`src/rtl/uart_prog_loader_if.sv`:
```
// Receive-byte stream and instruction-memory write bus shared between the
// program loader (master) and the surrounding MCU top (slave).
interface uart_prog_loader_if #(
  parameter int ADDR_W = 10
) ();
  logic              rx_valid;
  logic [7:0]        rx_data;
  logic [ADDR_W-1:0] mem_addr;
  logic              mem_wr;
  logic [15:0]       mem_wdata;
  logic              bus_own;

  modport master (
    input  rx_valid, rx_data,
    output mem_addr, mem_wr, mem_wdata, bus_own
  );

  modport slave (
    output rx_valid, rx_data,
    input  mem_addr, mem_wr, mem_wdata, bus_own
  );
endinterface

```
`src/rtl/uart_prog_loader.sv`:
```
// Boot-time loader: packs big-endian UART byte pairs into 16-bit words, writes
// them to instruction memory from LOAD_BASE and holds the CPU in reset until done.
module uart_prog_loader #(
  parameter int                ADDR_W     = 10,
  parameter logic [ADDR_W-1:0] LOAD_BASE  = 'h300,
  parameter logic [15:0]       END_WORD   = 16'h7fff,
  parameter int unsigned       CLOCK_HZ   = 27_000_000,
  parameter int unsigned       TIMEOUT_MS = 10
) (
  input  logic                clk,
  input  logic                rst,
  input  logic                rx_prog,
  input  logic                reload,
  uart_prog_loader_if.master  bus,
  output logic                cpu_rst,
  output logic                done,
  output logic                err,
  output logic [ADDR_W-1:0]   word_cnt
);

  localparam int unsigned       TO_LIMIT  = CLOCK_HZ / 1000 * TIMEOUT_MS - 1;
  localparam int                TO_W      = (TO_LIMIT > 0) ? $clog2(TO_LIMIT + 1) : 1;
  localparam logic [TO_W-1:0]   TO_MAX    = TO_W'(TO_LIMIT);
  localparam logic [ADDR_W-1:0] LAST_ADDR = {{(ADDR_W-1){1'b1}}, 1'b0};

  typedef enum logic [2:0] {
    WAIT_HI,
    WAIT_LO,
    WRITE,
    DONE,
    ERR
  } state_t;

  state_t            state, state_next;
  logic [7:0]        hi_byte;
  logic [TO_W-1:0]   to_cnt;
  logic [ADDR_W-1:0] addr_q;
  logic [15:0]       wdata_q;
  logic              wr_q;
  logic              own_q;
  logic [15:0]       word;

  logic take_hi, take_word, to_inc, advance, restart;

  assign word          = {hi_byte, bus.rx_data};
  assign bus.mem_addr  = addr_q;
  assign bus.mem_wdata = wdata_q;
  assign bus.mem_wr    = wr_q;
  assign bus.bus_own   = own_q;

  always_comb begin
    state_next = state;
    take_hi    = 1'b0;
    take_word  = 1'b0;
    to_inc     = 1'b0;
    advance    = 1'b0;
    restart    = 1'b0;
    case (state)
      WAIT_HI: begin
        if (bus.rx_valid) begin
          take_hi    = 1'b1;
          state_next = WAIT_LO;
        end
      end
      WAIT_LO: begin
        if (bus.rx_valid) begin
          if (word == END_WORD) begin
            state_next = DONE;
          end else begin
            take_word  = 1'b1;
            state_next = WRITE;
          end
        end else if (to_cnt == TO_MAX) begin
          state_next = WAIT_HI;
        end else begin
          to_inc = 1'b1;
        end
      end
      WRITE: begin
        // Overflow wins over a byte arriving in the same cycle; that byte is dropped.
        advance = 1'b1;
        if (addr_q == LAST_ADDR) begin
          state_next = ERR;
        end else if (bus.rx_valid) begin
          take_hi    = 1'b1;
          state_next = WAIT_LO;
        end else begin
          state_next = WAIT_HI;
        end
      end
      DONE, ERR: begin
        if (reload) begin
          restart    = 1'b1;
          state_next = WAIT_HI;
        end
      end
      default: state_next = WAIT_HI;
    endcase
  end

  always_ff @(posedge clk) begin
    if (rst) begin
      state    <= rx_prog ? WAIT_HI : DONE;
      hi_byte  <= '0;
      to_cnt   <= '0;
      addr_q   <= LOAD_BASE;
      wdata_q  <= '0;
      wr_q     <= 1'b0;
      word_cnt <= '0;
      err      <= 1'b0;
      cpu_rst  <= rx_prog;
      own_q    <= rx_prog;
      done     <= ~rx_prog;
    end else begin
      state <= state_next;
      if (take_hi) begin
        hi_byte <= bus.rx_data;
        to_cnt  <= '0;
      end else if (to_inc) begin
        to_cnt <= to_cnt + TO_W'(1);
      end
      if (take_word) begin
        wdata_q <= word;
      end
      if (restart) begin
        addr_q   <= LOAD_BASE;
        word_cnt <= '0;
      end else if (advance) begin
        addr_q   <= addr_q + ADDR_W'(2);
        word_cnt <= word_cnt + ADDR_W'(1);
      end
      // mem_wr and err track the state being entered; cpu_rst/bus_own/done lag a cycle.
      wr_q    <= (state_next == WRITE);
      err     <= (state_next == ERR);
      cpu_rst <= (state != DONE);
      own_q   <= (state != DONE);
      done    <= (state == DONE);
    end
  end

endmodule
```
`src/flat_wrapper.sv`:
```
// flat-port wrapper written by rule: the top's interface ports become plain ports
module uart_prog_loader_flat 
#(
  parameter int                ADDR_W     = 10,
  parameter logic [ADDR_W-1:0] LOAD_BASE  = 'h300,
  parameter logic [15:0]       END_WORD   = 16'h7fff,
  parameter int unsigned       CLOCK_HZ   = 27_000_000,
  parameter int unsigned       TIMEOUT_MS = 10
)
  (clk, rst, rx_prog, reload, cpu_rst, done, err, word_cnt, bus_rx_valid, bus_rx_data, bus_mem_addr, bus_mem_wr, bus_mem_wdata, bus_bus_own);
  uart_prog_loader_if #(.ADDR_W(ADDR_W)) bus_i ();
  input  logic clk;
  input  logic rst;
  input  logic rx_prog;
  input  logic reload;
  output logic cpu_rst;
  output logic done;
  output logic err;
  output logic [ADDR_W-1:0] word_cnt;
  input wire logic [$bits(bus_i.rx_valid)-1:0] bus_rx_valid;
  input wire logic [$bits(bus_i.rx_data)-1:0] bus_rx_data;
  output wire logic [$bits(bus_i.mem_addr)-1:0] bus_mem_addr;
  output wire logic [$bits(bus_i.mem_wr)-1:0] bus_mem_wr;
  output wire logic [$bits(bus_i.mem_wdata)-1:0] bus_mem_wdata;
  output wire logic [$bits(bus_i.bus_own)-1:0] bus_bus_own;
  assign bus_i.rx_valid = bus_rx_valid;
  assign bus_i.rx_data = bus_rx_data;
  assign bus_mem_addr = bus_i.mem_addr;
  assign bus_mem_wr = bus_i.mem_wr;
  assign bus_mem_wdata = bus_i.mem_wdata;
  assign bus_bus_own = bus_i.bus_own;
  uart_prog_loader #(.ADDR_W(ADDR_W), .LOAD_BASE(LOAD_BASE), .END_WORD(END_WORD), .CLOCK_HZ(CLOCK_HZ), .TIMEOUT_MS(TIMEOUT_MS)) u_core (.clk(clk), .rst(rst), .rx_prog(rx_prog), .reload(reload), .bus(bus_i), .cpu_rst(cpu_rst), .done(done), .err(err), .word_cnt(word_cnt));
endmodule
```
`config.mk`:
```
export PLATFORM = sky130hd
export DESIGN_NAME = uart_prog_loader_flat
export DESIGN_NICKNAME = d
export VERILOG_FILES = /design/src/rtl/uart_prog_loader_if.sv /design/src/rtl/uart_prog_loader.sv /design/src/flat_wrapper.sv
export SDC_FILE = /design/constraint.sdc
export NUM_CORES = 1
export LEC_CHECK = 0
export BUFFER_PORTS_ARGS = -buffer_cell sky130_fd_sc_hd__buf_2
export CAP_MARGIN = 20
export CORE_ASPECT_RATIO = 2
export CORE_MARGIN = 2
export CORE_UTILIZATION = 37
export DETAILED_ROUTE_END_ITERATION = 12
export GPL_ROUTABILITY_DRIVEN = 1
export HOLD_SLACK_MARGIN = 0.06
export RECOVER_POWER = 25
export SLEW_MARGIN = 20
export SYNTH_ARGS = -nofsm -noshare
export SYNTH_HDL_FRONTEND = slang
export SYNTH_SLANG_ARGS = --single-unit
```
`constraint.sdc`:
```
create_clock -name clk -period 2.95 [get_ports clk]
set_input_delay 0.295 -clock clk [delete_from_list [all_inputs] [get_ports clk]]
set_output_delay 0.295 -clock clk [all_outputs]
set_load 0.03 [all_outputs]
```
==> run_summary.xml, run 1 <==
<?xml version="1.0" encoding="UTF-8"?>
<metrics>
  <group name="clock_tree">
    <metric name="cts-buffers-inserted" unit="">9</metric>
    <metric name="ctsResizeCount" unit="">0</metric>
    <metric name="tritoncts" unit="">yes</metric>
    <metric name="clock_sinks" unit="">69</metric>
    <metric name="insertion_delay" unit="ns">0.33</metric>
    <metric name="cts_hold_buf" unit="">0</metric>
    <metric name="post_cts.repair.setup_buffers" unit="">0</metric>
    <metric name="clockRootBuffer" unit="">sky130_fd_sc_hd__clkbuf_16</metric>
    <metric name="clk_pin_slew" unit="ns">0.06</metric>
    <metric name="cts_max_path_buffers" unit="">2</metric>
    <metric name="htree_num_levels" unit="">3</metric>
  </group>
  <group name="layout">
    <metric name="seqCellArea" unit="um2">1380</metric>
    <metric name="total_number_of_nets_in_the_final_design" unit="">394</metric>
    <metric name="finish.utilization" unit="%">45.8</metric>
    <metric name="n_antenna_cell" unit="">0</metric>
    <metric name="syn2layout_area_growth" unit="%">22.0</metric>
    <metric name="multi_input_comb_area" unit="um2">1470</metric>
    <metric name="post_route_cells_drive_above_1_share" unit="%">14.4</metric>
    <metric name="layout.filler_cells" unit="">814</metric>
    <metric name="finish.cell_count_without_fillers" unit="">478</metric>
    <metric name="cell_area_after_layout" unit="um2">3590</metric>
  </group>
  <group name="sta">
    <metric name="final-hold-violation-count" unit="">0</metric>
    <metric name="layout_worst_path_cycle_share" unit="%">72.5</metric>
    <metric name="max_slew.worst_pin.slew" unit="ns">0.850</metric>
    <metric name="final.min_clock_period" unit="ns">2.14</metric>
    <metric name="timing.max_slew.rel_slack" unit="%">43.0</metric>
    <metric name="setup_viol_count_final" unit="">0</metric>
    <metric name="unrepaired_setup_endpoints_after_global_routing" unit="">no</metric>
    <metric name="finalClockSkew" unit="ns">0.00644</metric>
    <metric name="timing.setup.tns" unit="ns">0</metric>
    <metric name="max_clock_freq" unit="GHz">0.468</metric>
    <metric name="slew_viol_final" unit="">0</metric>
  </group>
  <group name="outcome">
    <metric name="result_of_the_run" unit="">finished, final reports clean</metric>
  </group>
  <group name="setup_path">
    <metric name="critical-path-max-stage-delay" unit="ns">0.46</metric>
    <metric name="worstReg2RegStart" unit="">u_core.bus.mem_addr[1]</metric>
    <metric name="critical_path.cell_chain" unit="">ha_1 &gt; nand3_1 &gt; nor2_1 &gt; ha_1 &gt; nand2_1 &gt; nand3_1 &gt; buf_4 &gt; nand2_1 &gt; or4_1 &gt; nand2_1</metric>
    <metric name="r2r_end" unit="">u_core.to_cnt[8]</metric>
    <metric name="end_kind" unit="">flop</metric>
    <metric name="ff2ff_setup_slack" unit="ns">0.81</metric>
    <metric name="criticalPathCategory" unit="">flop to flop</metric>
    <metric name="critPathRequiredTime" unit="ns">3.22</metric>
    <metric name="worstPathMaxFanout" unit="">9</metric>
    <metric name="path_delay_family" unit="">simple AND/OR/NAND/NOR gates</metric>
    <metric name="crit_buf_inv" unit="">1</metric>
    <metric name="timing.critical_path.from_type" unit="">flop</metric>
    <metric name="critPathSlowestCell" unit="">sky130_fd_sc_hd__or4_1</metric>
    <metric name="worstPathArrival" unit="ns">2.41</metric>
    <metric name="worst_r2r_path_depth" unit="">10</metric>
    <metric name="path_common_cell" unit="">sky130_fd_sc_hd__nand2_1</metric>
  </group>
  <group name="yosys">
    <metric name="async_reset_ff_share" unit="%">0</metric>
    <metric name="netlist_top_cells_area" unit="">sky130_fd_sc_hd__dfxtp_1 47%, sky130_fd_sc_hd__mux2i_1 8.5%, sky130_fd_sc_hd__nor2_1 7.1%</metric>
    <metric name="yosys_warnings" unit="">0</metric>
    <metric name="yosys.cell_types.count" unit="">52</metric>
    <metric name="netlist_instances" unit="">324</metric>
    <metric name="ys_seq_elements" unit="">69</metric>
    <metric name="synth_top_area_share" unit="%">47.0</metric>
    <metric name="syn_area" unit="um2">2940</metric>
    <metric name="yosysMostFrequentCell" unit="">sky130_fd_sc_hd__dfxtp_1</metric>
    <metric name="seq_area_frac_synth" unit="%">47.0</metric>
    <metric name="postSynthNetCount" unit="">341</metric>
    <metric name="post_synth.cell_area_avg" unit="um2">9.08</metric>
    <metric name="synthDominantAreaCellType" unit="">sky130_fd_sc_hd__dfxtp_1</metric>
    <metric name="synth_enable_flop_cells" unit="">0</metric>
    <metric name="yosys_most_used_dff" unit="">sky130_fd_sc_hd__dfxtp_1</metric>
    <metric name="synth_common_cells" unit="">69 x sky130_fd_sc_hd__dfxtp_1, 56 x sky130_fd_sc_hd__nor2_1, 25 x sky130_fd_sc_hd__mux2i_1</metric>
  </group>
  <group name="floorplanning">
    <metric name="floorplan.initialDensity" unit="%">37.6</metric>
    <metric name="floorplan.core_area" unit="um2">7830</metric>
    <metric name="num_io_pins" unit="">54</metric>
    <metric name="die_y" unit="um">130</metric>
    <metric name="die_boundary_width" unit="um">67.1</metric>
    <metric name="die_area" unit="um2">8720</metric>
    <metric name="placement_rows" unit="">46</metric>
  </group>
  <group name="placement">
    <metric name="port-buffer-count" unit="">52</metric>
    <metric name="post-place-cells" unit="">462</metric>
    <metric name="place_area" unit="um2">3290</metric>
    <metric name="gp_congestion" unit="">0.843</metric>
    <metric name="detailed_place_hpwl" unit="mm">4.57</metric>
  </group>
  <group name="pwr">
    <metric name="total_leakage_power" unit="uW">0.00139</metric>
    <metric name="vdd.ir_drop.worst" unit="mV">0.396</metric>
    <metric name="power_per_cell_area" unit="nW/um2">655</metric>
    <metric name="total_power" unit="uW">2350</metric>
  </group>
  <group name="worst_hold_path">
    <metric name="worst_hold_path_startpoint" unit="">bus_rx_data[2]</metric>
    <metric name="min_delay_worst_endpoint" unit="">u_core.hi_byte[2]</metric>
    <metric name="worst_hold_path.num_cells" unit="">3</metric>
    <metric name="hold_path_class" unit="">input port to flop</metric>
  </group>
  <group name="global_routing">
    <metric name="overflow" unit="">0</metric>
    <metric name="pin_count_of_the_biggest_net_entering_global_routing" unit="">30</metric>
    <metric name="grt_first_pass_wirelength" unit="mm">11.0</metric>
    <metric name="gr-usage-all-layers" unit="%">16.5</metric>
    <metric name="first_global_vias" unit="">2508</metric>
    <metric name="grt_antenna_before_repair" unit="">0</metric>
  </group>
  <group name="drt">
    <metric name="detailroute.wirelength.met3" unit="um">223</metric>
    <metric name="drc_violation_count_after_routing" unit="">0</metric>
    <metric name="route.detailed.vias_per_inst" unit="">5.15</metric>
    <metric name="routed_wl" unit="mm">6.41</metric>
    <metric name="wl_met1" unit="mm">2.66</metric>
    <metric name="vias_after_detailed_routing" unit="">2462</metric>
    <metric name="drt_first_iter_violations" unit="">68</metric>
    <metric name="routedWlPerCell" unit="um">13.4</metric>
    <metric name="ant_nets" unit="">0</metric>
    <metric name="topRoutingLayerUsed" unit="">met4</metric>
    <metric name="route.met2.wl" unit="mm">3.37</metric>
    <metric name="detail_route.first_pass.iterations" unit="">4</metric>
  </group>
  <group name="run">
    <metric name="max_cap_viol_count" unit="">0</metric>
  </group>
</metrics>
==> cell usage in the layout, fill, tap and decap left out, drive strengths merged, types with 2 or more instances in the layout <==
cell type and count:
and3 6, or4 2, ha 4, nor3 9, dfxtp 69, nor4 4
or3 5, a21o 2, nor2b 4, nand4 17, a21oi 11, xor2 13
o21ai 9, or2 2, nand3 9, nor4b 2, mux2i 25, nor2 56
buf 32, inv 9, clkinv 2, xnor2 10, bufinv 2, nand4b 2
nand2 20, clkbuf 34
==> cell type report <==
type                    instances  share of cell area, %
well taps                      96                   3.35
clock buffers                   9                   6.28
multi-input cells             234                   40.9
repair buffers                 57                   7.43
clock inverters                 7                   2.96
inverters                       6                  0.628
flip-flops and latches         69                   38.5
==> state kept, by name, indices dropped and copies added (netlist names) <==
name / flops
u_core.to_cnt: 19
u_core.bus.mem_wdata: 16
u_core.word_cnt: 10
u_core.bus.mem_addr: 9
u_core.hi_byte: 8
u_core.state: 3
u_core.bus.mem_wr: 1
u_core.cpu_rst: 1
u_core.done: 1
u_core.err: 1
==> report_power, final <==
group / internal (uW) / leakage [uW] / total [uW] / switching [uW]
combinational: 64.2 / 0.000668 / 181 / 117
sequential: 959 / 0.000560 / 984 / 25.1
clock: 754 / 0.000163 / 1180 / 430
total: 1780 / 0.00139 / 2350 / 572
==> tightest hold or removal path, stage by stage <==
cell,delay (ns)
sky130_fd_sc_hd__buf_2,0.10
sky130_fd_sc_hd__mux2i_1,0.06
sky130_fd_sc_hd__nor2_1,0.07
==> per-layer routing <==
layer	up-vias	global-route usage, %
met4	0	9.48
met1	1172	18.1
met5	-	0
met2	42	27.5
met3	12	4.83
li1	1236	-
==> how the worst max path moves through the flow <==
stage                                 startpoint                to  slack [ns]  cells after the start
after global placement    u_core.bus.mem_addr[1]  u_core.to_cnt[8]        0.90                     10
after CTS                 u_core.bus.mem_addr[1]  u_core.to_cnt[8]        0.80                     10
after floorplan           u_core.bus.mem_addr[1]  u_core.to_cnt[8]        0.44                     10
after detailed placement  u_core.bus.mem_addr[1]  u_core.to_cnt[8]        0.82                     10
final                     u_core.bus.mem_addr[1]  u_core.to_cnt[8]        0.81                     10
after global routing      u_core.bus.mem_addr[1]  u_core.to_cnt[8]        0.62                     10
==> through the flow <==
| stage | setup slack, ns | hold WS [ns] |
|---|---|---|
| 6_report | 0.812 | 0.239 |
| 5_1_grt | 0.622 | 0.232 |
| 4_1_cts | 0.799 | 0.219 |
| 3_5_place_dp | 0.823 | 0.483 |
| 3_3_place_gp | 0.900 | 0.470 |
| 2_1_floorplan | 0.438 | 0.439 |
==> kinds of logic (layout without fill, tap and decap cells) <==
group | count (synthesis) | count (layout) | synth area share, %
buffers and inverters | 21 | 79 | 3.36
AOI/OAI and AO/OA | 33 | 33 | 7.02
xor gates and xnor gates | 23 | 23 | 6.85
DFF | 69 | 69 | 47.0
adders and majority gates | 4 | 4 | 1.70
muxes | 25 | 25 | 8.51
and+or+nand+nor | 148 | 148 | 25.5
other | 1 | 1 | 0.127
(Power assumes the default switching activity.)
==> run 2: changes to the inputs <==
clock period = 2.2 ns   (was 2.95 ns; I/O delays follow)
==> run 2 against run 1 <==
  * Combinational power is 43% higher
  * Clock-buffer cell count grew 1
  * Total power up 28%
  * Setup slack worse by 0.58 ns
  * Worst hold slack worse by 0.076 ns
  * Clock power up 22%
  * Non-clock buffer count grew 8
  * Largest cell class unchanged
  * Largest power group unchanged
  * Highest routed layer unchanged
==> run_summary.xml, run 2 (synthesis results as in run 1) <==
<?xml version="1.0" encoding="UTF-8"?>
<metrics>
  <group name="global_routing">
    <metric name="pin_count_of_the_biggest_net_entering_global_routing" unit="">24</metric>
    <metric name="gr-usage-all-layers" unit="%">15.4</metric>
    <metric name="overflow" unit="">0</metric>
    <metric name="grt_first_pass_wirelength" unit="mm">10.4</metric>
    <metric name="first_global_vias" unit="">2315</metric>
    <metric name="grt_antenna_before_repair" unit="">0</metric>
  </group>
  <group name="layout">
    <metric name="finish.utilization" unit="%">46.3</metric>
    <metric name="finish.cell_count_without_fillers" unit="">486</metric>
    <metric name="layout_commonest_cell" unit="">sky130_fd_sc_hd__dfxtp_1</metric>
    <metric name="post_route_cells_drive_above_1_share" unit="%">16.9</metric>
    <metric name="n_antenna_cell" unit="">0</metric>
    <metric name="cell_area_after_layout" unit="um2">3620</metric>
    <metric name="final_cell_mix" unit="">64 x sky130_fd_sc_hd__dfxtp_1, 56 x sky130_fd_sc_hd__nor2_1, 27 x sky130_fd_sc_hd__clkbuf_1</metric>
    <metric name="total_number_of_nets_in_the_final_design" unit="">402</metric>
    <metric name="largest_register_ff_count" unit="">19</metric>
    <metric name="max_flop_register" unit="">u_core.to_cnt</metric>
    <metric name="syn2layout_area_growth" unit="%">23.1</metric>
  </group>
  <group name="sta">
    <metric name="timing.setup.tns" unit="ns">0</metric>
    <metric name="crit_path_setup_slack_layout" unit="ns">0.237</metric>
    <metric name="timing.max_slew.rel_slack" unit="%">63.1</metric>
    <metric name="setup_viol_count_final" unit="">0</metric>
    <metric name="finalClockSkew" unit="ns">0.00641</metric>
    <metric name="slew_viol_final" unit="">0</metric>
    <metric name="unrepaired_setup_endpoints_after_global_routing" unit="">no</metric>
    <metric name="final.min_clock_period" unit="ns">1.96</metric>
    <metric name="max_clock_freq" unit="GHz">0.510</metric>
    <metric name="final-hold-violation-count" unit="">0</metric>
    <metric name="max_slew.worst_pin.slew" unit="ns">0.554</metric>
    <metric name="layout_worst_path_cycle_share" unit="%">89.2</metric>
  </group>
  <group name="setup_path">
    <metric name="critical_path.cell_chain" unit="">or4b_4 &gt; or2_0 &gt; a21o_1 &gt; or3_1 &gt; a21oi_1</metric>
    <metric name="path_delay_family" unit="">simple AND/OR/NAND/NOR gates</metric>
    <metric name="timing.critical_path.from_type" unit="">flop</metric>
    <metric name="crit_buf_inv" unit="">0</metric>
    <metric name="critPathSlowestCell" unit="">sky130_fd_sc_hd__or4b_4</metric>
    <metric name="critPathRequiredTime" unit="ns">2.46</metric>
    <metric name="worstPathArrival" unit="ns">2.22</metric>
    <metric name="criticalPathCategory" unit="">flop to flop</metric>
    <metric name="worstPathMaxFanout" unit="">7</metric>
    <metric name="end_kind" unit="">flop</metric>
    <metric name="critical-path-max-stage-delay" unit="ns">0.55</metric>
  </group>
  <group name="placement">
    <metric name="detailedPlace.worstSlack" unit="ns">0.233</metric>
    <metric name="detailed_place_hpwl" unit="mm">4.53</metric>
    <metric name="place_area" unit="um2">3350</metric>
    <metric name="post-place-cells" unit="">470</metric>
    <metric name="port-buffer-count" unit="">52</metric>
    <metric name="gp_congestion" unit="">0.833</metric>
  </group>
  <group name="clock_tree">
    <metric name="clockRootBuffer" unit="">sky130_fd_sc_hd__clkbuf_16</metric>
    <metric name="ctsResizeCount" unit="">0</metric>
    <metric name="cts_hold_buf" unit="">0</metric>
    <metric name="htree_num_levels" unit="">3</metric>
    <metric name="insertion_delay" unit="ns">0.33</metric>
    <metric name="clock_sinks" unit="">69</metric>
    <metric name="clk_pin_slew" unit="ns">0.06</metric>
    <metric name="cts-buffers-inserted" unit="">9</metric>
    <metric name="tritoncts" unit="">yes</metric>
    <metric name="cts_max_path_buffers" unit="">2</metric>
    <metric name="post_cts.repair.setup_buffers" unit="">0</metric>
  </group>
  <group name="pwr">
    <metric name="total_leakage_power" unit="uW">0.00141</metric>
    <metric name="vdd.ir_drop.worst" unit="mV">0.543</metric>
    <metric name="power_per_cell_area" unit="nW/um2">832</metric>
  </group>
  <group name="floorplanning">
    <metric name="die_area" unit="um2">8720</metric>
    <metric name="placement_rows" unit="">46</metric>
    <metric name="die_boundary_width" unit="um">67.1</metric>
    <metric name="num_io_pins" unit="">54</metric>
    <metric name="die_y" unit="um">130</metric>
    <metric name="floorplan.core_area" unit="um2">7830</metric>
    <metric name="floorplan.initialDensity" unit="%">37.6</metric>
  </group>
  <group name="drt">
    <metric name="routedWlPerCell" unit="um">12.9</metric>
    <metric name="vias_after_detailed_routing" unit="">2516</metric>
    <metric name="drc_violation_count_after_routing" unit="">0</metric>
    <metric name="route.detailed.vias_per_inst" unit="">5.18</metric>
    <metric name="detail_route.first_pass.iterations" unit="">4</metric>
    <metric name="routed_wl" unit="mm">6.29</metric>
    <metric name="drt_first_iter_violations" unit="">114</metric>
    <metric name="ant_nets" unit="">0</metric>
  </group>
  <group name="run">
    <metric name="max_cap_viol_count" unit="">0</metric>
  </group>
  <group name="worst_hold_path">
    <metric name="hold_path_class" unit="">input port to flop</metric>
  </group>
  <group name="outcome">
    <metric name="result_of_the_run" unit="">finished, final reports clean</metric>
  </group>
</metrics>
run 2: path summary, 6_finish.rpt:
path                                               from                      end  slack [ns]  depth (start not counted)
worst max-delay path                    u_core.state[2]         u_core.to_cnt[7]        0.24                          5
worst min-delay path                     bus_rx_data[2]        u_core.hi_byte[2]        0.16                          3
worst max register to register          u_core.state[2]         u_core.to_cnt[7]        0.24                          5
worst min register to register  u_core.bus.mem_wdata[7]  u_core.bus.mem_wdata[7]        0.49                          2
run 2: cell type report:
cell class | count | area, um2
clock buffers | 10 | 239
clock inverters | 6 | 61.3
fillers | 811 | 4210
inverters | 6 | 22.5
multi-input cells | 234 | 1470
flip-flops and latches | 69 | 1390
well taps | 96 | 120
repair buffers | 65 | 324
run 2: per-layer routing:
layer	GRT usage (%)	routed length, um	share of wire (%)
met2	24.8	3190	51
met5	0	0	0
met1	19.3	2750	44
met3	3.45	214	3.4
met4	7.44	140	2.2
run 2: power by group:
| part | internal [uW] | total [uW] | switching, uW | leakage, uW |
|---|---|---|---|---|
| Sequential | 1290 | 1310 | 27.5 | 0.000562 |
| Combinational | 94.2 | 258 | 164 | 0.000701 |
| Clock | 905 | 1440 | 534 | 0.000149 |
run 2: per-stage QoR:
step | hold WS, ns | total power, uW
detailed placement | 0.478 | 1610
global route | 0.167 | 3130
floorplan | 0.364 | 1530
CTS | 0.151 | 3050
global placement | 0.468 | 1600
finish | 0.163 | 3010
run 2: worst min-delay path: stages:
cell and delay, ns:
sky130_fd_sc_hd__buf_2 0.10, sky130_fd_sc_hd__mux2i_1 0.06, sky130_fd_sc_hd__nor2_1 0.07
==> run 3: changes to the inputs <==
--- a/config.mk
+++ b/config.mk
@@ -15,2 +15,3 @@
 export HOLD_SLACK_MARGIN = 0.06
+export PLACE_DENSITY = 0.57
 export RECOVER_POWER = 25
--- a/constraint.sdc
+++ b/constraint.sdc
@@ -3,2 +3,2 @@
 set_output_delay 0.22 -clock clk [all_outputs]
-set_load 0.03 [all_outputs]
+set_load 0.02 [all_outputs]
==> run 3 against run 2 <==
  * Cell count down 0.41%
  * Critical path depth unchanged
  * Fmax decreased by 5.8%
==> run_summary.xml, run 3 (synthesis results as in run 1) <==
<?xml version="1.0" encoding="UTF-8"?>
<metrics>
  <group name="pwr">
    <metric name="seq_power_share" unit="%">44.3</metric>
    <metric name="clkPwrFrac" unit="%">47.9</metric>
    <metric name="power_per_cell_area" unit="nW/um2">827</metric>
    <metric name="internal-power" unit="uW">2280</metric>
    <metric name="total_leakage_power" unit="uW">0.00140</metric>
    <metric name="p_switching" unit="uW">694</metric>
    <metric name="comb_power_share" unit="%">7.8</metric>
    <metric name="vdd.ir_drop.worst" unit="mV">0.463</metric>
    <metric name="sw_frac_of_total" unit="%">23.3</metric>
  </group>
  <group name="drt">
    <metric name="drc_violation_count_after_routing" unit="">0</metric>
    <metric name="routed_wl" unit="mm">6.22</metric>
    <metric name="detail_route.first_pass.iterations" unit="">6</metric>
    <metric name="ant_nets" unit="">0</metric>
    <metric name="vias_after_detailed_routing" unit="">2465</metric>
    <metric name="routedWlPerCell" unit="um">12.9</metric>
    <metric name="route.detailed.vias_per_inst" unit="">5.09</metric>
    <metric name="drt_first_iter_violations" unit="">111</metric>
  </group>
  <group name="layout">
    <metric name="max_flop_register" unit="">u_core.to_cnt</metric>
    <metric name="finish.utilization" unit="%">46.0</metric>
    <metric name="n_antenna_cell" unit="">0</metric>
    <metric name="total_number_of_nets_in_the_final_design" unit="">400</metric>
    <metric name="syn2layout_area_growth" unit="%">22.4</metric>
    <metric name="largest_register_ff_count" unit="">19</metric>
    <metric name="final_cell_mix" unit="">68 x sky130_fd_sc_hd__dfxtp_1, 56 x sky130_fd_sc_hd__nor2_1, 27 x sky130_fd_sc_hd__clkbuf_1</metric>
    <metric name="layout_commonest_cell" unit="">sky130_fd_sc_hd__dfxtp_1</metric>
    <metric name="post_route_cells_drive_above_1_share" unit="%">15.5</metric>
  </group>
  <group name="clock_tree">
    <metric name="clk_pin_slew" unit="ns">0.06</metric>
    <metric name="insertion_delay" unit="ns">0.33</metric>
    <metric name="clock_sinks" unit="">69</metric>
    <metric name="cts_max_path_buffers" unit="">2</metric>
    <metric name="htree_num_levels" unit="">3</metric>
    <metric name="clockRootBuffer" unit="">sky130_fd_sc_hd__clkbuf_16</metric>
    <metric name="cts-buffers-inserted" unit="">9</metric>
    <metric name="post_cts.repair.setup_buffers" unit="">0</metric>
    <metric name="tritoncts" unit="">yes</metric>
    <metric name="ctsResizeCount" unit="">0</metric>
    <metric name="cts_hold_buf" unit="">0</metric>
  </group>
  <group name="sta">
    <metric name="unrepaired_setup_endpoints_after_global_routing" unit="">no</metric>
    <metric name="max_slew.worst_pin.slew" unit="ns">0.533</metric>
    <metric name="finalClockSkew" unit="ns">0.00448</metric>
    <metric name="final-hold-violation-count" unit="">0</metric>
    <metric name="slew_viol_final" unit="">0</metric>
    <metric name="layout_worst_path_cycle_share" unit="%">94.7</metric>
    <metric name="hold_ws" unit="ns">0.162</metric>
    <metric name="max_clock_freq" unit="GHz">0.480</metric>
    <metric name="timing.setup.tns" unit="ns">0</metric>
    <metric name="timing.max_slew.rel_slack" unit="%">64.5</metric>
    <metric name="final.min_clock_period" unit="ns">2.08</metric>
    <metric name="setup_viol_count_final" unit="">0</metric>
  </group>
  <group name="setup_path">
    <metric name="worstPathArrival" unit="ns">2.34</metric>
    <metric name="criticalPathCategory" unit="">flop to flop</metric>
    <metric name="worstPathMaxFanout" unit="">9</metric>
    <metric name="critical-path-max-stage-delay" unit="ns">0.52</metric>
    <metric name="worstSetupEndpoint" unit="">u_core.to_cnt[7]</metric>
    <metric name="critPathSlowestCell" unit="">sky130_fd_sc_hd__or4b_4</metric>
    <metric name="worst_r2r_path_depth" unit="">5</metric>
    <metric name="critical_path.startpoint" unit="">u_core.state[0]</metric>
    <metric name="end_kind" unit="">flop</metric>
    <metric name="worstReg2RegStart" unit="">u_core.state[0]</metric>
    <metric name="r2r_end" unit="">u_core.to_cnt[7]</metric>
    <metric name="ff2ff_setup_slack" unit="ns">0.12</metric>
    <metric name="timing.critical_path.from_type" unit="">flop</metric>
    <metric name="critPathRequiredTime" unit="ns">2.46</metric>
    <metric name="critical_path.cell_chain" unit="">or4b_4 &gt; or2_0 &gt; a21o_1 &gt; or3_1 &gt; a21oi_1</metric>
  </group>
  <group name="worst_hold_path">
    <metric name="hold_path_class" unit="">input port to flop</metric>
    <metric name="worst_hold_path.num_cells" unit="">3</metric>
  </group>
  <group name="placement">
    <metric name="port-buffer-count" unit="">52</metric>
    <metric name="gp_congestion" unit="">0.895</metric>
    <metric name="detailed_place_hpwl" unit="mm">4.60</metric>
  </group>
  <group name="floorplanning">
    <metric name="die_area" unit="um2">8720</metric>
    <metric name="die_boundary_width" unit="um">67.1</metric>
    <metric name="placement_rows" unit="">46</metric>
    <metric name="floorplan.initialDensity" unit="%">37.6</metric>
    <metric name="floorplan.core_area" unit="um2">7830</metric>
    <metric name="num_io_pins" unit="">54</metric>
    <metric name="die_y" unit="um">130</metric>
  </group>
  <group name="global_routing">
    <metric name="grt_first_pass_wirelength" unit="mm">10.4</metric>
    <metric name="overflow" unit="">0</metric>
    <metric name="gr-usage-all-layers" unit="%">15.4</metric>
    <metric name="first_global_vias" unit="">2390</metric>
    <metric name="pin_count_of_the_biggest_net_entering_global_routing" unit="">29</metric>
    <metric name="grt_antenna_before_repair" unit="">0</metric>
  </group>
  <group name="outcome">
    <metric name="result_of_the_run" unit="">finished, final reports clean</metric>
  </group>
  <group name="run">
    <metric name="max_cap_viol_count" unit="">0</metric>
  </group>
</metrics>
[run 3: cell types whose count changed in the layout (fill, tap and decap cells not counted), sizes merged]
cell  delta
buf      -2
[run 3: routing by layer]
metal / share of wire, % / GRT usage, % / wire [um] / up-vias
li1: - / - / - / 1249
met1: 44 / 17.8 / 2730 / 1171
met2: 51 / 25.9 / 3200 / 37
met3: 2.7 / 4.05 / 168 / 8
met4: 1.9 / 7.44 / 120 / 0
met5: 0 / 0 / 0 / -
[run 3: cell type report]
| type | count | area, um2 |
|---|---|---|
| Fill cell | 804 | 4230 |
| Multi-Input combinational cell | 234 | 1470 |
| Sequential cell | 69 | 1380 |
| Timing Repair Buffer | 63 | 309 |
| Clock buffer | 10 | 239 |
| Tap cell | 96 | 120 |
| Clock inverter | 6 | 61.3 |
| Inverter | 6 | 22.5 |
[run 3: through the flow]
| step | std cells | setup WS [ns] | total power (uW) | instance area, um2 |
|---|---|---|---|---|
| global placement | 468 | 0.192 | 1580 | 3330 |
| CTS | 484 | 0.122 | 3020 | 3630 |
| global route | 484 | 0.0163 | 3090 | 3600 |
| detailed placement | 468 | 0.133 | 1580 | 3330 |
| floorplan | 324 | 0.00655 | 1510 | 2940 |
| finish | 484 | 0.116 | 2980 | 3600 |
[run 3: worst max-delay path, delay by kind of cell, from the launching register on]
kind | cells | cell delay [ns]
simple gates | 3 | 1.19
flops | 1 | 0.46
compound gates | 2 | 0.38
[run 3: worst min-delay path by stage]
stage,from,end,slack (ns)
after floorplan,bus_rx_data[0],u_core.hi_byte[0],0.36
final,bus_rx_data[2],u_core.hi_byte[2],0.16
after detailed placement,u_core.bus.mem_wdata[15],u_core.bus.mem_wdata[15],0.47
after global placement,u_core.bus.mem_wdata[0],u_core.bus.mem_wdata[0],0.47
after global routing,bus_rx_data[4],u_core.hi_byte[4],0.17
after CTS,bus_rx_data[2],u_core.hi_byte[2],0.16
[run 3: power groups by stage]
stage / combinational [uW] / clock, uW / sequential, uW
global placement: 235 / 0 / 1340
detailed placement: 241 / 0 / 1340
CTS: 242 / 1460 / 1320
finish: 232 / 1430 / 1320
floorplan: 145 / 0 / 1360
global route: 259 / 1510 / 1320
